===== config.mk =====
export PLATFORM = sky130hd
export DESIGN_NAME = fill_ones_sm_flat
export DESIGN_NICKNAME = d
export VERILOG_FILES = /design/src/rtl/fill_ones_pkg.sv /design/src/rtl/fill_ones_sm_if.sv /design/src/rtl/fill_ones_datapath.sv /design/src/rtl/fill_ones_sm.sv /design/src/flat_wrapper.sv
export SDC_FILE = /design/constraint.sdc
export NUM_CORES = 1
export LEC_CHECK = 0
export ABC_AREA = 1
export CAP_MARGIN = 20
export CORE_AREA = 2 2 39 41
export CTS_CLUSTER_DIAMETER = 50
export DETAILED_ROUTE_END_ITERATION = 12
export DIE_AREA = 0 0 41 43
export HOLD_SLACK_MARGIN = 0.06
export SLEW_MARGIN = 20
export SYNTH_ARGS = -nofsm -noshare
export SYNTH_HDL_FRONTEND = slang
export SYNTH_SLANG_ARGS = --single-unit

===== constraint.sdc =====
create_clock -name clk -period 1.3 [get_ports clk]
set_input_delay 0.39 -clock clk [delete_from_list [all_inputs] [get_ports clk]]
set_output_delay 0.39 -clock clk [all_outputs]
set_load 0.02 [all_outputs]

===== src/rtl/fill_ones_pkg.sv =====
// Shared types and helpers for the serial fill-ones generator.
// Holds the controller state encoding, default widths and the count clamp.
package fill_ones_pkg;

  localparam int DEF_COUNTER_SIZE = 3;
  localparam int DEF_WORD_SIZE    = 4;

  typedef enum logic [1:0] {
    S_IDLE = 2'd0,
    S_FILL = 2'd1,
    S_DONE = 2'd2
  } state_t;

  // A request larger than the word can only ever fill every bit.
  function automatic int min_count(input int bit_count, input int word_size);
    return (bit_count < word_size) ? bit_count : word_size;
  endfunction

endpackage


===== src/rtl/fill_ones_sm_if.sv =====
// Request/result bundle between a requester (master) and the fill-ones block (slave).
// The overflow flag exists only when FILL_ONES_OVF_EN is defined.
interface fill_ones_sm_if
  import fill_ones_pkg::*;
#(
  parameter int counter_size = DEF_COUNTER_SIZE,
  parameter int word_size    = DEF_WORD_SIZE
);

  logic [counter_size-1:0] bit_count;
  logic                    start;
  logic [word_size-1:0]    data;
  logic                    busy;
  logic                    done;
`ifdef FILL_ONES_OVF_EN
  logic                    overflow;

  modport master (output bit_count, output start,
                  input data, input busy, input done, input overflow);
  modport slave  (input bit_count, input start,
                  output data, output busy, output done, output overflow);
`else
  modport master (output bit_count, output start,
                  input data, input busy, input done);
  modport slave  (input bit_count, input start,
                  output data, output busy, output done);
`endif

endinterface


===== src/rtl/fill_ones_datapath.sv =====
// Shift register that collects ones plus the down-counter of ones still to insert.
// load clears the word and captures the clamped count; shift appends one '1' per cycle.
module fill_ones_datapath
  import fill_ones_pkg::*;
#(
  parameter int counter_size = DEF_COUNTER_SIZE,
  parameter int word_size    = DEF_WORD_SIZE
) (
  input  logic                    clk,
  input  logic                    reset,
  input  logic                    load,
  input  logic                    shift,
  input  logic [counter_size-1:0] bit_count,
  output logic [word_size-1:0]    data,
  output logic                    rem_zero
);

  logic [word_size-1:0]    data_q, data_d;
  logic [counter_size-1:0] rem_q, rem_d;

  always_comb begin
    data_d = data_q;
    rem_d  = rem_q;
    if (load) begin
      data_d = '0;
      rem_d  = counter_size'(min_count(int'(bit_count), word_size));
    end else if (shift) begin
      data_d = {data_q[word_size-2:0], 1'b1};
      rem_d  = rem_q - counter_size'(1);
    end
  end

  always_ff @(posedge clk) begin
    if (reset) begin
      data_q <= '0;
      rem_q  <= '0;
    end else begin
      data_q <= data_d;
      rem_q  <= rem_d;
    end
  end

  assign data     = data_q;
  assign rem_zero = (rem_q == '0);

endmodule


===== src/rtl/fill_ones_sm.sv =====
// Controller for the serial fill-ones generator: start/busy/done handshake around the datapath.
// Optional overflow output is enabled by defining FILL_ONES_OVF_EN.
module fill_ones_sm
  import fill_ones_pkg::*;
#(
  parameter int counter_size = DEF_COUNTER_SIZE,
  parameter int word_size    = DEF_WORD_SIZE
) (
  input  logic           clk,
  input  logic           reset,
  fill_ones_sm_if.slave  bus
);

  state_t state_q, state_d;
  logic   busy_q, busy_d;
  logic   done_q, done_d;
  logic   load, shift, rem_zero;

  // Starts are only honoured outside S_FILL, so a mid-run request is dropped.
  always_comb begin
    state_d = state_q;
    busy_d  = busy_q;
    done_d  = done_q;
    load    = 1'b0;
    shift   = 1'b0;
    case (state_q)
      S_IDLE, S_DONE: begin
        if (bus.start) begin
          load    = 1'b1;
          state_d = S_FILL;
          busy_d  = 1'b1;
          done_d  = 1'b0;
        end
      end
      S_FILL: begin
        if (!rem_zero) begin
          shift = 1'b1;
        end else begin
          state_d = S_DONE;
          busy_d  = 1'b0;
          done_d  = 1'b1;
        end
      end
      default: begin
        state_d = S_IDLE;
        busy_d  = 1'b0;
        done_d  = 1'b0;
      end
    endcase
  end

  always_ff @(posedge clk) begin
    if (reset) begin
      state_q <= S_IDLE;
      busy_q  <= 1'b0;
      done_q  <= 1'b0;
    end else begin
      state_q <= state_d;
      busy_q  <= busy_d;
      done_q  <= done_d;
    end
  end

  fill_ones_datapath #(
    .counter_size (counter_size),
    .word_size    (word_size)
  ) u_datapath (
    .clk       (clk),
    .reset     (reset),
    .load      (load),
    .shift     (shift),
    .bit_count (bus.bit_count),
    .data      (bus.data),
    .rem_zero  (rem_zero)
  );

  assign bus.busy = busy_q;
  assign bus.done = done_q;

`ifdef FILL_ONES_OVF_EN
  logic overflow_q, overflow_d;

  always_comb begin
    overflow_d = overflow_q;
    if (load) begin
      overflow_d = (int'(bus.bit_count) > word_size);
    end
  end

  always_ff @(posedge clk) begin
    if (reset) begin
      overflow_q <= 1'b0;
    end else begin
      overflow_q <= overflow_d;
    end
  end

  assign bus.overflow = overflow_q;
`endif

endmodule


===== src/flat_wrapper.sv =====
// flat-port wrapper written by rule: the top's interface ports become plain ports
module fill_ones_sm_flat import fill_ones_pkg::*;
#(
  parameter int counter_size = DEF_COUNTER_SIZE,
  parameter int word_size    = DEF_WORD_SIZE
)
  (clk, reset, bus_bit_count, bus_start, bus_data, bus_busy, bus_done);
  fill_ones_sm_if #(.counter_size(counter_size), .word_size(word_size)) bus_i ();
  input  logic clk;
  input  logic reset;
  input wire logic [$bits(bus_i.bit_count)-1:0] bus_bit_count;
  input wire logic [$bits(bus_i.start)-1:0] bus_start;
  output wire logic [$bits(bus_i.data)-1:0] bus_data;
  output wire logic [$bits(bus_i.busy)-1:0] bus_busy;
  output wire logic [$bits(bus_i.done)-1:0] bus_done;
  assign bus_i.bit_count = bus_bit_count;
  assign bus_i.start = bus_start;
  assign bus_data = bus_i.data;
  assign bus_busy = bus_i.busy;
  assign bus_done = bus_i.done;
  fill_ones_sm #(.counter_size(counter_size), .word_size(word_size)) u_core (.clk(clk), .reset(reset), .bus(bus_i));
endmodule

==> results_tabular.tex, run 1 <==
\begin{tabular}{lr}
\hline
Metric & Value \\
\hline
\multicolumn{2}{l}{\textbf{Status}} \\
Result of the run & finished, violations left \\
Violations in the final reports & setup timing \\
\multicolumn{2}{l}{\textbf{Power}} \\
Net switching share of the total power & 28.68\% \\
Part of the power in combinational logic & 25.2\% \\
VDD IR max & 0.5718 mV \\
Clock share of power & 34.4\% \\
Leakage power & 0.3277 nW \\
Internal power summed over all cells & 0.6065 mW \\
Pwr Density & 1154 nW/um2 \\
Flop pwr share & 40.4\% \\
Power spent charging and discharging nets & 0.2438 mW \\
\multicolumn{2}{l}{\textbf{Logic synthesis}} \\
Syn Area/Cell & 7.122 um2 \\
Net count after synthesis & 73 \\
Post-Synthesis Cell Area & 462.9 um2 \\
Distinct cell type count after synthesis & 13 \\
Main area contributors after synthesis & sky130\_fd\_sc\_hd\_\_dfxtp\_1 43\%, sky130\_fd\_sc\_hd\_\_nand2\_1 14\%, sky130\_fd\_sc\_hd\_\_a21oi\_1 9.7\% \\
Gate count after technology mapping & 65 \\
Top cell type by total area after synthesis & sky130\_fd\_sc\_hd\_\_dfxtp\_1 \\
Post-synth top area share & 43.24\% \\
Number of warnings reported in the yosys synthesis log & 0 \\
Flip-flop and latch count after synthesis & 10 \\
Register area share after synthesis & 43.24\% \\
\multicolumn{2}{l}{\textbf{Critical path}} \\
Cell repeated most along the worst path & sky130\_fd\_sc\_hd\_\_ha\_4 \\
Cell Chain, Critical Path & inv\_2 -> ha\_4 -> ha\_4 -> nand3b\_1 -> buf\_6 -> clkinv\_4 -> nand2\_2 -> a21oi\_2 \\
Arrival time at the worst endpoint & 1.61 ns \\
Slowest cell on crit path & sky130\_fd\_sc\_hd\_\_dfxtp\_2 \\
Worst path top cell family by delay & flip-flops \\
Highest net fanout along the worst path & 6 \\
Number of buffer and inverter stages on the critical path & 3 \\
Delay of the slowest critical-path stage & 0.34 ns \\
Category of the worst setup path capture point & register \\
Category of the worst setup path launch point & register \\
Required arrival time at the worst endpoint & between 1.5 and 2 ns \\
Crit Path Category & register to register \\
\multicolumn{2}{l}{\textbf{Drt}} \\
Detailed-route vias per instance & 4.594 \\
Drt initial violations & 8 \\
DRT antenna net count & 0 \\
Wire length per cell after detailed routing & 10.17 um \\
Remaining design rule violation count & 0 \\
Routed wire length & 1078 um \\
Total iterations of the first detailed-routing run & 2 \\
Total via count in the routed design & between 400 and 500 \\
\multicolumn{2}{l}{\textbf{Timing}} \\
Final period utilization & 107.7\% \\
Setup TNS & -0.5017 ns \\
Worst slew margin relative to its limit & 85.47\% \\
Final hold violations & 0 \\
Setup slack of the critical path after layout & -0.1007 ns \\
Transition time of the tightest slew-check pin & 0.2175 ns \\
Final number of setup-violating endpoints & 7 \\
Final count of pins violating max slew & 0 \\
RSZ-0062 raised after global routing & true \\
Maximum clock rate & about 710 MHz \\
Skew final & 0.003080 ns \\
Clock period minus final worst setup slack & 1.401 ns \\
\multicolumn{2}{l}{\textbf{Layout}} \\
\# nets final & 99 \\
Share of cells above drive strength 1 & 42.22\% \\
Synthesis-to-finish area growth & 59.19\% \\
\# fillers & 142 \\
Number of antenna cells inserted & 0 \\
Post-layout instance count excluding filler cells & 106 \\
\multicolumn{2}{l}{\textbf{Floorplan}} \\
Die area & 1763 um2 \\
Vertical extent of the die & $\sim$43 um \\
I/O Pins & 12 \\
Core region area & 1384 um2 \\
Die width & 41 um \\
Row cnt & 14 \\
Initial standard-cell utilization of the core & about 33\% \\
\multicolumn{2}{l}{\textbf{CTS}} \\
Deepest clock path buffer count & 2 \\
Clock root buffer & sky130\_fd\_sc\_hd\_\_clkbuf\_4 \\
Clock Pin Slew Worst Setup and Hold Paths & 0.07 ns \\
Clock tree from TritonCTS & built \\
Number of levels in the clock H-tree & 1 \\
Number of buffers created by CTS & 3 \\
Number of buffers added to fix hold violations after cts & 0 \\
Clock Latency Late Sink & 0.27 ns \\
TritonCTS sink count & 10 \\
\multicolumn{2}{l}{\textbf{Place}} \\
Gpl congestion & $\sim$0.74 \\
Cells after DPL & 100 \\
Post-DP HPWL & between 700 and 800 um \\
Number of buffers inserted by port buffering & 11 \\
\multicolumn{2}{l}{\textbf{GRT}} \\
Maximum number of pins on one net before global-route repair & 10 \\
GRT Total Usage & 13.81\% \\
GRT overflow & 0 \\
First-pass GRT wire length & around 1700 um \\
Number of global-route vias before repair & 440 \\
Initial antenna violation count & 0 \\
\multicolumn{2}{l}{\textbf{Min path}} \\
Class of the tightest hold or removal check & register to register \\
\multicolumn{2}{l}{\textbf{Job}} \\
Max-cap check violation count & 0 \\
\hline
\end{tabular}
[cell usage after synthesis]
cell type                  number
sky130_fd_sc_hd__nor2_1         5
sky130_fd_sc_hd__ha_1           2
sky130_fd_sc_hd__o21ai_0        2
sky130_fd_sc_hd__buf_6          1
sky130_fd_sc_hd__dfxtp_1       10
sky130_fd_sc_hd__nand3b_1       1
sky130_fd_sc_hd__clkinv_4       1
sky130_fd_sc_hd__nand2_2        1
sky130_fd_sc_hd__a21oi_1        9
sky130_fd_sc_hd__nand3_1        4
sky130_fd_sc_hd__inv_1         11
sky130_fd_sc_hd__nand2_1       17
sky130_fd_sc_hd__nor3_1         1
[stage by stage]
| step | setup slack, ns | power (mW) | hold WS (ns) | util, % | area [um2] |
|---|---|---|---|---|---|
| 2_1_floorplan | 0.01268 | 0.4476 | 0.4549 | - | 462.9 |
| 3_3_place_gp | -0.1664 | 0.5150 | 0.4619 | 46.93 | 649.4 |
| 3_5_place_dp | -0.1639 | 0.5154 | 0.4636 | 46.93 | 649.4 |
| 4_1_cts | -0.06867 | 0.8390 | 0.4851 | 52.89 | 732.0 |
| 5_1_grt | -0.1469 | 0.8904 | 0.5114 | 53.25 | 737.0 |
| 6_report | -0.1007 | 0.8504 | 0.4884 | 53.25 | 737.0 |
[power by group through the flow]
stage / clock, mW / combinational [mW] / sequential, mW
6_report: 0.292 / 0.215 / 0.344
3_5_place_dp: 0 / 0.168 / 0.347
2_1_floorplan: 0 / 0.0942 / 0.353
3_3_place_gp: 0 / 0.168 / 0.347
4_1_cts: 0.294 / 0.202 / 0.343
5_1_grt: 0.304 / 0.241 / 0.346
[registers in the layout, summed over array words and instances, names as in the netlist]
register	count
u_core.u_datapath.data	4
u_core.u_datapath.rem_q	3
u_core.bus.busy	1
u_core.state_q	2
[routing by layer]
layer / vias up / global-route usage (%) / share of wire [%]
met5: - / 0 / 0
met4: 0 / 10.00 / 2.1
met3: 3 / 1.571 / 2.0
met2: 7 / 20.94 / 50
met1: 223 / 16.94 / 45
li1: 254 / - / -
[final cells by class]
| type | count | area [um2] | area share (%) |
|---|---|---|---|
| clock buffers | 4 | 36.28 | 4.924 |
| flip-flops and latches | 10 | 202.7 | 27.50 |
| well taps | 16 | 20.02 | 2.716 |
| inverters | 12 | 50.05 | 6.791 |
| repair buffers | 22 | 172.7 | 23.43 |
| multi-input cells | 42 | 255.2 | 34.63 |
[worst reg2reg max path: cells and delay by family (launching register included)]
| kind | cells | cell delay, ns |
|---|---|---|
| fa+ha+maj | 2 | 0.30 |
| compound gates | 1 | 0.11 |
| flops | 1 | 0.34 |
| buf+inv | 3 | 0.30 |
| simple gates | 2 | 0.29 |
[timing repair]
item | CTS | global route
setup endpoints to repair | 15 | 14
resized for setup | 24 | 12
buffers inserted | 1 | 1
hold endpoints to repair | 0 | 0
pin swaps | 3 | 1
[cells in the final DEF, fill, tap and decap left out]
master and instances:
sky130_fd_sc_hd__a21oi_1 4, sky130_fd_sc_hd__a21oi_2 5, sky130_fd_sc_hd__buf_4 10, sky130_fd_sc_hd__buf_6 1, sky130_fd_sc_hd__clkbuf_2 5, sky130_fd_sc_hd__clkbuf_4 3, sky130_fd_sc_hd__clkbuf_8 1, sky130_fd_sc_hd__clkdlybuf4s15_2 1
sky130_fd_sc_hd__clkdlybuf4s50_1 5, sky130_fd_sc_hd__clkinv_4 1, sky130_fd_sc_hd__dfxtp_1 8, sky130_fd_sc_hd__dfxtp_2 2, sky130_fd_sc_hd__ha_4 2, sky130_fd_sc_hd__inv_1 9, sky130_fd_sc_hd__inv_2 2, sky130_fd_sc_hd__nand2_1 14
sky130_fd_sc_hd__nand2_2 4, sky130_fd_sc_hd__nand3_1 4, sky130_fd_sc_hd__nand3b_1 1, sky130_fd_sc_hd__nor2_1 4, sky130_fd_sc_hd__nor2_2 1, sky130_fd_sc_hd__nor3_1 1, sky130_fd_sc_hd__o21ai_0 2
[final timing paths]
path | slack [ns] | cells past startpoint | to | startpoint
setup / recovery | -0.10 | 8 | u_core.u_datapath.data[2] | u_core.u_datapath.rem_q[0]
hold / removal | 0.49 | 2 | u_core.u_datapath.data[1] | u_core.u_datapath.data[0]
setup reg to reg | -0.10 | 8 | u_core.u_datapath.data[2] | u_core.u_datapath.rem_q[0]
hold reg to reg | 0.49 | 2 | u_core.u_datapath.data[1] | u_core.u_datapath.data[0]
[kinds of logic after synthesis]
group	share of synthesized area [%]
DFF	43.24
and+or+nand+nor	26.22
buffers and inverters	13.24
AOI/OAI and AO/OA	11.89
adders and majority gates	5.405
(Power assumes the default switching activity.)
==> inputs of run 2 (changes only) <==
--- a/config.mk
+++ b/config.mk
@@ -7,11 +7,14 @@
 export LEC_CHECK = 0
 export ABC_AREA = 1
 export CAP_MARGIN = 20
-export CORE_AREA = 2 2 39 41
+export CELL_PAD_IN_SITES_DETAIL_PLACEMENT = 1
+export CELL_PAD_IN_SITES_GLOBAL_PLACEMENT = 2
+export CORE_MARGIN = 2
+export CORE_UTILIZATION = 21
 export CTS_CLUSTER_DIAMETER = 50
 export DETAILED_ROUTE_END_ITERATION = 12
-export DIE_AREA = 0 0 41 43
 export HOLD_SLACK_MARGIN = 0.06
+export PLACE_DENSITY_LB_ADDON = 0.1
 export SLEW_MARGIN = 20
 export SYNTH_ARGS = -nofsm -noshare
 export SYNTH_HDL_FRONTEND = slang
==> run 2 against run 1 <==
The flow still finishes with violations (setup timing). Combinational power is essentially flat. Non-clock buffer count shrank 1. Cell count grew 9.4%. Critical path type unchanged. Critical endpoint is now u_core.u_datapath.data[1]. Largest power group unchanged.
==> results_tabular.tex, run 2 (synthesis gave the netlist of run 1 again) <==
\begin{tabular}{lr}
\hline
Metric & Value \\
\hline
\multicolumn{2}{l}{\textbf{Layout}} \\
Most common library cell in the layout ignoring fill and taps & sky130\_fd\_sc\_hd\_\_nand2\_1 \\
Number of antenna cells inserted & 0 (unchanged) \\
\# nets final & 98 (-1.0\%) \\
Design Area, Final & 739.5 um2 (+0.34\%) \\
Most frequent cells in the layout & 14 x sky130\_fd\_sc\_hd\_\_nand2\_1, 9 x sky130\_fd\_sc\_hd\_\_inv\_1, 9 x sky130\_fd\_sc\_hd\_\_buf\_4, 8 x sky130\_fd\_sc\_hd\_\_dfxtp\_1 \\
Post-layout instance count excluding filler cells & 116 (+9.4\%) \\
Share of cells above drive strength 1 & 40.45\% (-1.8 points) \\
Flip-flop count of the largest register after layout & 4 (unchanged) \\
Synthesis-to-finish area growth & 59.73\% \\
\# fillers & 259 (+82\%) \\
\multicolumn{2}{l}{\textbf{Timing}} \\
Setup TNS & -0.1801 ns (+0.3216 ns) \\
Worst slew margin relative to its limit & 84.71\% (-0.75 points) \\
Final period utilization & 102.9\% (-4.8 points) \\
Final number of setup-violating endpoints & 6 (-1) \\
Clock period minus final worst setup slack & 1.338 ns (-0.06274 ns) \\
Final hold violations & 0 (unchanged) \\
RSZ-0062 raised after global routing & true \\
Worst hold-check slack & 0.4807 ns (-0.007687 ns) \\
Skew final & 0.001114 ns (-0.001966 ns) \\
Final count of pins violating max slew & 0 (unchanged) \\
Maximum clock rate & 747.4 MHz (+4.7\%) \\
Transition time of the tightest slew-check pin & 0.2287 ns (+0.01126 ns) \\
Setup slack of the critical path after layout & -0.03800 ns (+0.06274 ns) \\
\multicolumn{2}{l}{\textbf{Place}} \\
Cells after DPL & 111 (+11\%) \\
Gpl congestion & 0.6901 (-6.6\%) \\
Post-DP HPWL & 916.6 um (+29\%) \\
Number of buffers inserted by port buffering & 11 (unchanged) \\
Cell area reported after detailed placement & 663.1 um2 (+2.1\%) \\
\multicolumn{2}{l}{\textbf{CTS}} \\
Clock root buffer & sky130\_fd\_sc\_hd\_\_clkbuf\_4 \\
Deepest clock path buffer count & 2 (unchanged) \\
Clock Latency Late Sink & 0.27 ns (about the same) \\
Clock tree from TritonCTS & built \\
TritonCTS sink count & 10 (unchanged) \\
Clock Pin Slew Worst Setup and Hold Paths & 0.07 ns (about the same) \\
Number of levels in the clock H-tree & 1 (unchanged) \\
Number of buffers created by CTS & 3 (unchanged) \\
\multicolumn{2}{l}{\textbf{Power}} \\
Net switching share of the total power & 28.82\% (+0.15 points) \\
Flop pwr share & 40.6\% (+0.2 points) \\
VDD IR max & 0.5688 mV (-0.52\%) \\
Clock share of power & 34.2\% (-0.2 points) \\
Pwr Density & 1140 nW/um2 (-1.2\%) \\
Leakage power & 0.3254 nW (-0.71\%) \\
Internal power summed over all cells & 0.6002 mW (-1.0\%) \\
Part of the power in combinational logic & 25.2\% (about the same) \\
Power spent charging and discharging nets & 0.2431 mW (-0.31\%) \\
\multicolumn{2}{l}{\textbf{Drt}} \\
DRT antenna net count & 0 (unchanged) \\
Wire length per cell after detailed routing & 10.88 um (+7.0\%) \\
Routed wire length & 1262 um (+17\%) \\
Drt initial violations & 1 (-7) \\
Total iterations of the first detailed-routing run & 3 (+1) \\
Total via count in the routed design & 476 (-2.3\%) \\
Remaining design rule violation count & 0 (unchanged) \\
Detailed-route vias per instance & 4.103 (-11\%) \\
\multicolumn{2}{l}{\textbf{Critical path}} \\
Required arrival time at the worst endpoint & 1.51 ns (about the same) \\
Crit Path Category & register to register \\
Highest net fanout along the worst path & 8 (+2) \\
Category of the worst setup path capture point & register \\
Category of the worst setup path launch point & register \\
Register-to-register path setup slack & -0.04 ns (+0.06 ns) \\
Arrival time at the worst endpoint & 1.55 ns (-0.06 ns) \\
\multicolumn{2}{l}{\textbf{GRT}} \\
GRT Total Usage & 11.69\% (-2.1 points) \\
GRT overflow & 0 (unchanged) \\
First-pass GRT wire length & 2228 um (+35\%) \\
Initial antenna violation count & 0 (unchanged) \\
Maximum number of pins on one net before global-route repair & 10 (unchanged) \\
Number of global-route vias before repair & 503 (+14\%) \\
\multicolumn{2}{l}{\textbf{Floorplan}} \\
Core region area & 2022 um2 (+46\%) \\
Vertical extent of the die & 50.95 um (+18\%) \\
Initial standard-cell utilization of the core & 22.90\% (-11 points) \\
Die area & 2596 um2 (+47\%) \\
I/O Pins & 12 (unchanged) \\
Die width & 50.95 um (+24\%) \\
Row cnt & 16 (+2) \\
\multicolumn{2}{l}{\textbf{Status}} \\
Violations in the final reports & setup timing \\
Result of the run & finished, violations left \\
\multicolumn{2}{l}{\textbf{Job}} \\
Max-cap check violation count & 0 (unchanged) \\
\multicolumn{2}{l}{\textbf{Min path}} \\
Class of the tightest hold or removal check & register to register \\
\hline
\end{tabular}
[run 2: changes by cell type in the layout (fill, tap and decap cells not counted), sizes merged]
cell and delta:
clkbuf -4, buf +3
[run 2: worst max-delay path, cell delays in order, from the launching register on]
cell and delay, ns:
sky130_fd_sc_hd__dfxtp_2 0.34, sky130_fd_sc_hd__inv_2 0.05, sky130_fd_sc_hd__ha_4 0.16, sky130_fd_sc_hd__ha_4 0.15
sky130_fd_sc_hd__nand3b_1 0.20, sky130_fd_sc_hd__buf_6 0.18, sky130_fd_sc_hd__clkinv_4 0.06, sky130_fd_sc_hd__nand2_2 0.04
sky130_fd_sc_hd__a21oi_2 0.09
[run 2: final cells by class]
cell class | count | area [um2] | share of cell area [%]
Tap cell | 27 | 33.78 | 4.569
Multi-Input combinational cell | 42 | 251.5 | 34.01
Sequential cell | 10 | 202.7 | 27.41
Inverter | 12 | 50.05 | 6.768
Timing Repair Buffer | 21 | 165.2 | 22.33
Clock buffer | 4 | 36.28 | 4.907
[run 2: metal layers]
metal  global-route usage [%]  share of wire (%)  up-vias
met5                        0                  0        -
met4                    2.703                  0        0
met3                    4.386                4.2        0
met2                    17.97                 45        7
met1                    15.41                 50      218
li1                         -                  -      251
[run 2: power by group through the flow]
| stage | Combinational, mW | Sequential [mW] | Clock [mW] |
|---|---|---|---|
| global placement | 0.181 | 0.347 | 0 |
| detailed placement | 0.181 | 0.347 | 0 |
| global route | 0.242 | 0.345 | 0.323 |
| finish | 0.213 | 0.342 | 0.288 |
| floorplan | 0.0942 | 0.353 | 0 |
| CTS | 0.211 | 0.342 | 0.302 |
[run 2: per-stage QoR]
stage | power (mW) | util [%] | setup slack, ns
after floorplan | 0.4476 | - | 0.01268
after global placement | 0.5278 | 32.80 | -0.1574
after detailed placement | 0.5276 | 32.80 | -0.2079
after CTS | 0.8553 | 37.07 | -0.04621
after global routing | 0.9100 | 36.57 | -0.1364
final | 0.8433 | 36.57 | -0.03800
[run 2: timing repair]
| action | in CTS | in global routing |
|---|---|---|
| pin swaps | 3 | 1 |
| hold buffers | 0 | 0 |
| setup buffers | 1 | 0 |
| endpoints found under the hold margin | 0 | 0 |
| endpoints found under the setup margin | 15 | 14 |
| gates resized for setup | 28 | 11 |
[run 2: final timing paths]
check,from,endpoint,cells past startpoint
worst max register to register,u_core.u_datapath.rem_q[0],u_core.u_datapath.data[1],8
worst min register to register,u_core.u_datapath.data[3],u_core.u_datapath.data[3],2
worst max-delay path,u_core.u_datapath.rem_q[0],u_core.u_datapath.data[1],8
worst min-delay path,u_core.u_datapath.data[3],u_core.u_datapath.data[3],2
==> inputs of run 3 (changes only) <==
--- a/config.mk
+++ b/config.mk
@@ -6,7 +6,7 @@
 export NUM_CORES = 1
 export LEC_CHECK = 0
 export ABC_AREA = 1
-export CAP_MARGIN = 20
+export CAP_MARGIN = 10
 export CELL_PAD_IN_SITES_DETAIL_PLACEMENT = 1
 export CELL_PAD_IN_SITES_GLOBAL_PLACEMENT = 2
 export CORE_MARGIN = 2
==> results of run 3 <==
Same layout as run 2: the final DEF is identical, and so are final timing and power.
